==> config.mk <==
export PLATFORM = sky130hd
export DESIGN_NAME = vga_timing_gen_flat
export DESIGN_NICKNAME = d
export VERILOG_FILES = /design/src/rtl/vga_timing_gen_if.sv /design/src/rtl/vga_timing_gen.sv /design/src/flat_wrapper.sv
export SDC_FILE = /design/constraint.sdc
export NUM_CORES = 1
export LEC_CHECK = 0
export CELL_PAD_IN_SITES_DETAIL_PLACEMENT = 0
export CELL_PAD_IN_SITES_GLOBAL_PLACEMENT = 1
export CORE_ASPECT_RATIO = 2
export CORE_MARGIN = 2
export CORE_UTILIZATION = 28
export CTS_BUF_LIST = sky130_fd_sc_hd__clkbuf_4
export CTS_CLUSTER_DIAMETER = 100
export DETAILED_ROUTE_END_ITERATION = 8
export HOLD_SLACK_MARGIN = 0.03
export PLACE_DENSITY_LB_ADDON = 0.1
export SYNTH_ARGS = -nofsm -noshare
export SYNTH_HDL_FRONTEND = slang
export SYNTH_SLANG_ARGS = --single-unit
==> constraint.sdc <==
create_clock -name clk -period 3.4 [get_ports clk]
set_input_delay 0.68 -clock clk [delete_from_list [all_inputs] [get_ports clk]]
set_output_delay 0.68 -clock clk [all_outputs]
set_load 0.02 [all_outputs]
==> src/rtl/vga_timing_gen_if.sv <==
// Raster timing bundle: pixel enable in, counters, prefetch coordinates,
// sync/blank and line/frame pulses out.
interface vga_timing_gen_if #(
    parameter int HW = 10,
    parameter int VW = 10
);
    logic          ce;
    logic [HW-1:0] hpos;
    logic [VW-1:0] vpos;
    logic [HW-1:0] fetch_x;
    logic [VW-1:0] fetch_y;
    logic          fetch_valid;
    logic          hsync;
    logic          vsync;
    logic          active;
    logic          line_pulse;
    logic          frame_pulse;

    modport master (
        input  ce,
        output hpos, vpos, fetch_x, fetch_y, fetch_valid,
               hsync, vsync, active, line_pulse, frame_pulse
    );

    modport slave (
        output ce,
        input  hpos, vpos, fetch_x, fetch_y, fetch_valid,
               hsync, vsync, active, line_pulse, frame_pulse
    );
endinterface

==> src/rtl/vga_timing_gen.sv <==
// Parametrised raster timing generator with pixel enable, sync polarity,
// a look-ahead fetch coordinate and a delay line on sync/active.
module vga_timing_gen #(
    parameter int   H_ACTIVE   = 640,
    parameter int   H_FP       = 16,
    parameter int   H_SYNC     = 96,
    parameter int   H_BP       = 48,
    parameter int   V_ACTIVE   = 480,
    parameter int   V_FP       = 10,
    parameter int   V_SYNC     = 2,
    parameter int   V_BP       = 33,
    parameter logic H_POL      = 1'b0,
    parameter logic V_POL      = 1'b0,
    parameter int   HW         = 10,
    parameter int   VW         = 10,
    parameter int   PREFETCH   = 2,
    parameter int   PIPE_DELAY = 0
) (
    input logic             clk,
    input logic             nRst,
    vga_timing_gen_if.master bus
);
    localparam int H_TOTAL = H_ACTIVE + H_FP + H_SYNC + H_BP;
    localparam int V_TOTAL = V_ACTIVE + V_FP + V_SYNC + V_BP;

    localparam logic [HW-1:0] H_LAST   = HW'(H_TOTAL - 1);
    localparam logic [VW-1:0] V_LAST   = VW'(V_TOTAL - 1);
    localparam logic [HW-1:0] HS_START = HW'(H_ACTIVE + H_FP);
    localparam logic [HW-1:0] HS_END   = HW'(H_ACTIVE + H_FP + H_SYNC - 1);
    localparam logic [VW-1:0] VS_START = VW'(V_ACTIVE + V_FP);
    localparam logic [VW-1:0] VS_END   = VW'(V_ACTIVE + V_FP + V_SYNC - 1);
    localparam logic [HW-1:0] H_VIS    = HW'(H_ACTIVE);
    localparam logic [VW-1:0] V_VIS    = VW'(V_ACTIVE);
    localparam logic [HW:0]   H_TOT_W  = (HW+1)'(H_TOTAL);
    localparam logic [HW:0]   PF_W     = (HW+1)'(PREFETCH);

    logic [HW-1:0] hcnt;
    logic [VW-1:0] vcnt;
    logic          h_last;
    logic          v_last;
    logic          hs_i;
    logic          vs_i;
    logic          act_i;

    // Pipelines carry active-high decodes; stage 0 is the mandatory register.
    logic [PIPE_DELAY:0] hs_pipe;
    logic [PIPE_DELAY:0] vs_pipe;
    logic [PIPE_DELAY:0] act_pipe;

    logic [HW:0]   fetch_sum;
    logic [HW:0]   fetch_wrap;
    logic [HW-1:0] fetch_x;
    logic [VW-1:0] fetch_y;

    assign h_last = (hcnt == H_LAST);
    assign v_last = (vcnt == V_LAST);
    assign hs_i   = (hcnt >= HS_START) && (hcnt <= HS_END);
    assign vs_i   = (vcnt >= VS_START) && (vcnt <= VS_END);
    assign act_i  = (hcnt < H_VIS) && (vcnt < V_VIS);

    always_ff @(posedge clk or negedge nRst) begin
        if (!nRst) begin
            hcnt <= '0;
            vcnt <= '0;
        end else if (bus.ce) begin
            if (h_last) begin
                hcnt <= '0;
                vcnt <= v_last ? '0 : vcnt + VW'(1);
            end else begin
                hcnt <= hcnt + HW'(1);
            end
        end
    end

    always_ff @(posedge clk or negedge nRst) begin
        if (!nRst) begin
            hs_pipe  <= '0;
            vs_pipe  <= '0;
            act_pipe <= '0;
        end else if (bus.ce) begin
            hs_pipe[0]  <= hs_i;
            vs_pipe[0]  <= vs_i;
            act_pipe[0] <= act_i;
            for (int i = 1; i <= PIPE_DELAY; i++) begin
                hs_pipe[i]  <= hs_pipe[i-1];
                vs_pipe[i]  <= vs_pipe[i-1];
                act_pipe[i] <= act_pipe[i-1];
            end
        end
    end

    // The sum is one bit wider so the wrap test cannot overflow.
    always_comb begin
        fetch_sum  = {1'b0, hcnt} + PF_W;
        fetch_wrap = fetch_sum - H_TOT_W;
        if (fetch_sum < H_TOT_W) begin
            fetch_x = fetch_sum[HW-1:0];
            fetch_y = vcnt;
        end else begin
            fetch_x = fetch_wrap[HW-1:0];
            fetch_y = v_last ? '0 : vcnt + VW'(1);
        end
    end

    assign bus.hpos        = hcnt;
    assign bus.vpos        = vcnt;
    assign bus.fetch_x     = fetch_x;
    assign bus.fetch_y     = fetch_y;
    assign bus.fetch_valid = (fetch_x < H_VIS) && (fetch_y < V_VIS);
    assign bus.hsync       = hs_pipe[PIPE_DELAY] ^ ~H_POL;
    assign bus.vsync       = vs_pipe[PIPE_DELAY] ^ ~V_POL;
    assign bus.active      = act_pipe[PIPE_DELAY];
    assign bus.line_pulse  = bus.ce && h_last;
    assign bus.frame_pulse = bus.ce && h_last && v_last;
endmodule

==> src/flat_wrapper.sv <==
// flat-port wrapper written by rule: the top's interface ports become plain ports
module vga_timing_gen_flat 
#(
    parameter int   H_ACTIVE   = 640,
    parameter int   H_FP       = 16,
    parameter int   H_SYNC     = 96,
    parameter int   H_BP       = 48,
    parameter int   V_ACTIVE   = 480,
    parameter int   V_FP       = 10,
    parameter int   V_SYNC     = 2,
    parameter int   V_BP       = 33,
    parameter logic H_POL      = 1'b0,
    parameter logic V_POL      = 1'b0,
    parameter int   HW         = 10,
    parameter int   VW         = 10,
    parameter int   PREFETCH   = 2,
    parameter int   PIPE_DELAY = 0
)
  (clk, nRst, bus_ce, bus_hpos, bus_vpos, bus_fetch_x, bus_fetch_y, bus_fetch_valid, bus_hsync, bus_vsync, bus_active, bus_line_pulse, bus_frame_pulse);
  vga_timing_gen_if #(.HW(HW), .VW(VW)) bus_i ();
  input logic clk;
  input logic nRst;
  input wire logic [$bits(bus_i.ce)-1:0] bus_ce;
  output wire logic [$bits(bus_i.hpos)-1:0] bus_hpos;
  output wire logic [$bits(bus_i.vpos)-1:0] bus_vpos;
  output wire logic [$bits(bus_i.fetch_x)-1:0] bus_fetch_x;
  output wire logic [$bits(bus_i.fetch_y)-1:0] bus_fetch_y;
  output wire logic [$bits(bus_i.fetch_valid)-1:0] bus_fetch_valid;
  output wire logic [$bits(bus_i.hsync)-1:0] bus_hsync;
  output wire logic [$bits(bus_i.vsync)-1:0] bus_vsync;
  output wire logic [$bits(bus_i.active)-1:0] bus_active;
  output wire logic [$bits(bus_i.line_pulse)-1:0] bus_line_pulse;
  output wire logic [$bits(bus_i.frame_pulse)-1:0] bus_frame_pulse;
  assign bus_i.ce = bus_ce;
  assign bus_hpos = bus_i.hpos;
  assign bus_vpos = bus_i.vpos;
  assign bus_fetch_x = bus_i.fetch_x;
  assign bus_fetch_y = bus_i.fetch_y;
  assign bus_fetch_valid = bus_i.fetch_valid;
  assign bus_hsync = bus_i.hsync;
  assign bus_vsync = bus_i.vsync;
  assign bus_active = bus_i.active;
  assign bus_line_pulse = bus_i.line_pulse;
  assign bus_frame_pulse = bus_i.frame_pulse;
  vga_timing_gen #(.H_ACTIVE(H_ACTIVE), .H_FP(H_FP), .H_SYNC(H_SYNC), .H_BP(H_BP), .V_ACTIVE(V_ACTIVE), .V_FP(V_FP), .V_SYNC(V_SYNC), .V_BP(V_BP), .H_POL(H_POL), .V_POL(V_POL), .HW(HW), .VW(VW), .PREFETCH(PREFETCH), .PIPE_DELAY(PIPE_DELAY)) u_core (.clk(clk), .nRst(nRst), .bus(bus_i));
endmodule
==> reports/qor.csv, run 1 <==
metric;value;unit
status;completed;
top_reg_cell synth;dfrtp_1;
Reg2Reg Capture Point;u_core.bus.vpos[3];
IO Pins;49;
Seq cells post-synth;23;
share of post-route cells with drive strength above 1;0.233;
Yosys cell types;58;
maximum number of pins on one net before global-route repair;24;
mean post-synth cell area;8.22;µm²
Worst EP arrival;2.59;ns
sequential-to-total area share from yosys stat;0.294;
Max Cap Viol;0;
fin crit period;3.27;ns
vias in the first global route;1974;
NumNets Final;316;
hold buffers post-CTS;0;
Tot GR Track Use;0.160;
Clock Pin Slew Worst Setup and Hold Paths;0.16;ns
syn_nets;248;
initial DRC count;77;
path type of the worst setup path;flop to output port;
PnR Total Power;1.21;mW
root buffer cell;clkbuf_4;
R2R Setup Slk;1.41;ns
Final Cycle Share;0.963;
Clock Sinks;23;
sequential power share;0.289;
initial antenna violation count;1;
die outline height;122;µm
synthesized area;0.00196;mm²
Worst Hold Slack;0.542;ns
PwrDens;452;mW/mm²
Max Fanout on Critical Path;6;
NetSw;0.522;mW
CTS tree;yes;
core area;0.00683;mm²
first-pass GRT wire length;9820;µm
clk buf depth;2;
Slew headroom;0.754;
num rows;43;
Setup crit start;u_core.bus.hpos[1];
post-route cell area;0.00269;mm²
port bufs;48;
latest clock arrival within the worst-skew pair;0.33;ns
Gate Count Post-Synth;238;
Ys Warns;0;
Area Overhead vs Synth;37.3;%
crit path capture;bus_fetch_x[7];
Max VDD drop;0.323;mV
Synth async-reset ratio;1.00;
die footprint;0.00771;mm²
Final ANT Viol Nets;0;
placed cell areas;0.00270;mm²
Int Power;0.693;mW
switching part of the total;0.430;
count of pins over their slew limit;0;
Crit. End Element;output port;
initial core utilization;0.286;
CP Launch Type;flop;
DRC;0;
via count;2001;
reg2reg start;u_core.bus.vpos[0];
combinational power share;0.596;
final setup vio count;0;
DRT Pass-1 Iters;4;
Post-synth EDFFs;0;
cells on worst reg2reg path;7;
Vias/cell;5.05;
Die X;63.1;µm
GRT Residual Overflow;0;
CTS buffer count;3;
Final Skew;0.0126;ns
critical path data required time;2.72;ns
HP Class;flop to flop;
H-tree Lvls;1;
Worst Tran Pin Value;0.366;ns
Final HPWL DP;4560;µm
mean routed wirelength per cell;15.0;µm
cell leakage power;1.12;nW
GP Congestion;0.822;
fmax;0.305;GHz
clock share of power;0.116;
wirelength, routed;5950;µm
Fin. Hold Viols;0;
[sequential cells by signal (all words and copies together), names as in the netlist]
name               flops
u_core.bus.vpos       10
u_core.hs_pipe         1
u_core.bus.hpos       10
u_core.vs_pipe         1
u_core.bus.active      1
[cells in the mapped netlist (all sizes together), types with 5 or more instances]
library cell / instances / share of area
or3: 5 / 0.019
nand2: 30 / 0.059
and3: 7 / 0.026
clkbuf: 7 / 0.013
a31oi: 6 / 0.027
inv: 11 / 0.021
nand3: 12 / 0.031
nor2: 15 / 0.030
buf: 11 / 0.042
xnor2: 15 / 0.067
nor2b: 5 / 0.016
dfrtp: 23 / 0.29
nor3: 6 / 0.015
a21oi: 6 / 0.015
o21ai: 21 / 0.056
ha: 7 / 0.045
nand4: 5 / 0.022
[power by group through the flow]
stage | Clock, mW | Combinational [mW] | Sequential (mW)
4_1_cts | 0.150 | 0.725 | 0.352
3_5_place_dp | 0 | 0.725 | 0.358
3_3_place_gp | 0 | 0.728 | 0.356
2_1_floorplan | 0 | 0.363 | 0.401
5_1_grt | 0.157 | 0.787 | 0.357
6_report | 0.141 | 0.724 | 0.351
[worst min-delay path by stage]
| stage | startpoint | to | slack, ns | cells past startpoint |
|---|---|---|---|---|
| 4_1_cts | u_core.hs_pipe | u_core.hs_pipe | 0.55 | 2 |
| 3_3_place_gp | u_core.hs_pipe | u_core.hs_pipe | 0.52 | 2 |
| 6_report | u_core.vs_pipe | u_core.vs_pipe | 0.54 | 2 |
| 3_5_place_dp | u_core.hs_pipe | u_core.hs_pipe | 0.53 | 2 |
| 2_1_floorplan | nRst | u_core.bus.active | 0.38 | 0 |
| 5_1_grt | u_core.hs_pipe | u_core.hs_pipe | 0.57 | 2 |
[logic make-up (layout without fill, tap and decap cells)]
group,count (synthesis),in the layout,share of synthesized area
and+or+nand+nor,101,101,0.288
xor gates and xnor gates,19,19,0.0850
AOI/OAI and AO/OA,58,58,0.206
buffers and inverters,29,96,0.0767
other,0,1,0
DFF,23,23,0.294
muxes,1,1,0.00512
adders and majority gates,7,7,0.0448
[through the flow]
step                worst slack (ns)  TNS [ns]  std cells   util
floorplan                      0.124         0        238      -
global placement              0.0560         0        391  0.395
detailed placement            0.0130         0        391  0.395
CTS                         0.000531         0        395  0.399
global route                -0.00126  -0.00126        396  0.393
finish                         0.126         0        396  0.393
[placed cells by master (no fill, tap or decap), types with 3 or more instances in the layout]
master / count
dfrtp_1: 23
o2111ai_1: 3
nand3_1: 12
clkbuf_2: 11
and2_1: 3
or3_1: 4
o21ai_0: 8
nor3_1: 6
a31oi_1: 5
a21oi_1: 6
clkdlybuf4s50_1: 33
o31ai_1: 4
and3_1: 5
ha_1: 7
o22ai_1: 3
buf_4: 32
clkbuf_4: 3
o21ai_1: 12
xor2_1: 3
nand4_1: 3
nor2_1: 14
nand2_1: 28
inv_1: 11
nor2b_1: 5
xnor2_1: 15
[critical path, cell delays in order, from the launching register on]
cell and delay, ns:
dfrtp_1 0.43, ha_1 0.22, buf_4 0.15, nand2_1 0.14
nor4_2 0.08, a221o_2 0.46, a31oi_1 0.18, clkdlybuf4s50_1 0.62
[area by class of cell]
type / instances / area, µm²
Multi-Input combinational cell: 186 / 1250
Fill cell: 770 / 4150
Inverter: 11 / 41.3
Tap cell: 90 / 113
Antenna cell: 1 / 2.50
Sequential cell: 23 / 576
Clock buffer: 3 / 22.5
Timing Repair Buffer: 81 / 673
Clock inverter: 1 / 5.00
[timing repair]
action | in CTS | in global routing
buffers inserted | 0 | 0
gates resized for setup | 26 | 28
setup endpoints to repair | 15 | 14
[layer usage]
layer	global-route usage	wire, µm
met1	0.207	2750
met5	0	0
met4	0.0528	70
met3	0.0110	130
met2	0.281	2990
Power figures use the tool's default switching activity.
==> run 2, diff against run 1 <==
--- a/config.mk
+++ b/config.mk
@@ -12,9 +12,11 @@
 export CORE_UTILIZATION = 28
 export CTS_BUF_LIST = sky130_fd_sc_hd__clkbuf_4
 export CTS_CLUSTER_DIAMETER = 100
+export CTS_CLUSTER_SIZE = 8
 export DETAILED_ROUTE_END_ITERATION = 8
 export HOLD_SLACK_MARGIN = 0.03
 export PLACE_DENSITY_LB_ADDON = 0.1
 export SYNTH_ARGS = -nofsm -noshare
 export SYNTH_HDL_FRONTEND = slang
 export SYNTH_SLANG_ARGS = --single-unit
+export TNS_END_PERCENT = 20
==> run 2 against run 1 <==
Clock skew up 0.0022 ns. Core utilization up 0.38 points. Highest routed layer unchanged. Global-route usage unchanged. Critical path type unchanged. Final cell count unchanged. Die area unchanged. Routed wire length up 0.34%. Worst hold slack about the same.
==> reports/qor.csv, run 2 (synthesis results as in run 1) <==
metric;value;unit
status;completed;
Max Cap Viol;0;
CTS tree;yes;
via count;1997;
CP Launch Type;flop;
share of post-route cells with drive strength above 1;0.220;
cell leakage power;1.12;nW
DRC;0;
Final ANT Viol Nets;0;
Vias/cell;5.04;
path type of the worst setup path;flop to output port;
initial DRC count;81;
Crit. End Element;output port;
Tot GR Track Use;0.160;
latest clock arrival within the worst-skew pair;0.33;ns
NumNets Final;316;
cells on worst reg2reg path;7;
maximum number of pins on one net before global-route repair;24;
H-tree Lvls;1;
commonest cells after routing, fill and taps aside;clkdlybuf4s50_1, buf_4, nand2_1;
Worst EP arrival;2.65;ns
Area Overhead vs Synth;38.6;%
GRT Residual Overflow;0;
Worst Tran Pin Value;0.366;ns
die footprint;0.00771;mm²
Clock Sinks;23;
Slew headroom;0.754;
count of pins over their slew limit;0;
Final Skew;0.0147;ns
Die X;63.1;µm
num rows;43;
hold buffers post-CTS;0;
fin crit period;3.33;ns
PwrDens;448;mW/mm²
Final HPWL DP;4560;µm
initial core utilization;0.286;
Fin. Hold Viols;0;
port bufs;48;
hold-critical path depth;2;
Clock Pin Slew Worst Setup and Hold Paths;0.16;ns
initial antenna violation count;1;
# placed instances;391;
DRT Pass-1 Iters;4;
reg2reg start;u_core.bus.vpos[0];
root buffer cell;clkbuf_4;
clk buf depth;2;
Final Cycle Share;0.979;
Util after Layout;0.397;
Max Fanout on Critical Path;9;
HP Class;flop to flop;
Hold Crit Start;u_core.vs_pipe;
core area;0.00683;mm²
critical path data required time;2.72;ns
Layout Cells excl Fill;396;
CTS buffer count;3;
fmax;0.300;GHz
PnR Total Power;1.22;mW
RSZ-0062 raised after global routing;yes;
first-pass GRT wire length;9820;µm
mean routed wirelength per cell;15.1;µm
die outline height;122;µm
Max VDD drop;0.323;mV
IO Pins;49;
wirelength, routed;5970;µm
GP Congestion;0.822;
final setup vio count;0;
vias in the first global route;1974;
Setup crit start;u_core.bus.hpos[1];
most common cell after layout, fill and taps aside;clkdlybuf4s50_1;
## run 2: changes by cell type in the layout (fill, tap and decap cells not counted), sizes merged
cell,before,now
buf,35,34
clkbuf,14,10
clkdlybuf4s15,0,5
## run 2: final cells by class
class	instances	area, µm²
Sequential cell	23	576
Inverter	11	41.3
Tap cell	90	113
Multi-Input combinational cell	186	1250
Clock inverter	1	5.00
Antenna cell	1	2.50
Clock buffer	3	22.5
Timing Repair Buffer	81	699
Fill cell	765	4120
## run 2: where the power goes
group	leakage, nW	switching, mW	internal (mW)
Combinational	0.796	0.386	0.337
Sequential	0.302	0.0392	0.311
Clock	0.0177	0.0975	0.0441
Total	1.12	0.523	0.693
## run 2: path summary, 6_finish.rpt
path / slack (ns) / endpoint
min in group asynchronous: 0.69 / u_core.bus.vpos[4]
hold / removal: 0.54 / u_core.vs_pipe
setup / recovery: 0.07 / bus_fetch_y[6]
setup reg to reg: 1.41 / u_core.bus.vpos[3]
max in group asynchronous: 2.45 / u_core.bus.hpos[0]
hold reg to reg: 0.54 / u_core.vs_pipe
## run 2: what timing repair did
item / CTS / global route
gates resized for setup: 25 / 21
setup buffers: 0 / 0
setup endpoints to repair: 15 / 14
## run 2: worst max-delay path, cell delays in order, from the launching register on
cell	delay, ns
dfrtp_1	0.43
ha_1	0.22
nand3_1	0.15
xor2_2	0.17
ha_1	0.18
o31ai_1	0.07
or3_4	0.37
and2_4	0.23
nand2_1	0.09
xnor2_1	0.11
clkdlybuf4s15_1	0.31
## run 2: per-stage QoR
step                hold slack (ns)  area [µm²]  setup slack [ns]  setup TNS (ns)
floorplan                     0.384        1960             0.124               0
global placement              0.517        2700            0.0560               0
detailed placement            0.527        2700            0.0130               0
CTS                           0.547        2730          -0.00395        -0.00395
global route                  0.575        2710           -0.0785          -0.209
finish                        0.542        2710            0.0722               0
## run 2: per-layer routing
metal | up-vias | global-route usage | part of all wire | wire length (µm)
met1 | 973 | 0.207 | 0.46 | 2770
met5 | - | 0 | 0 | 0
met3 | 4 | 0.0110 | 0.021 | 124
li1 | 985 | - | - | -
met4 | 0 | 0.0528 | 0.012 | 70
met2 | 35 | 0.281 | 0.50 | 3010
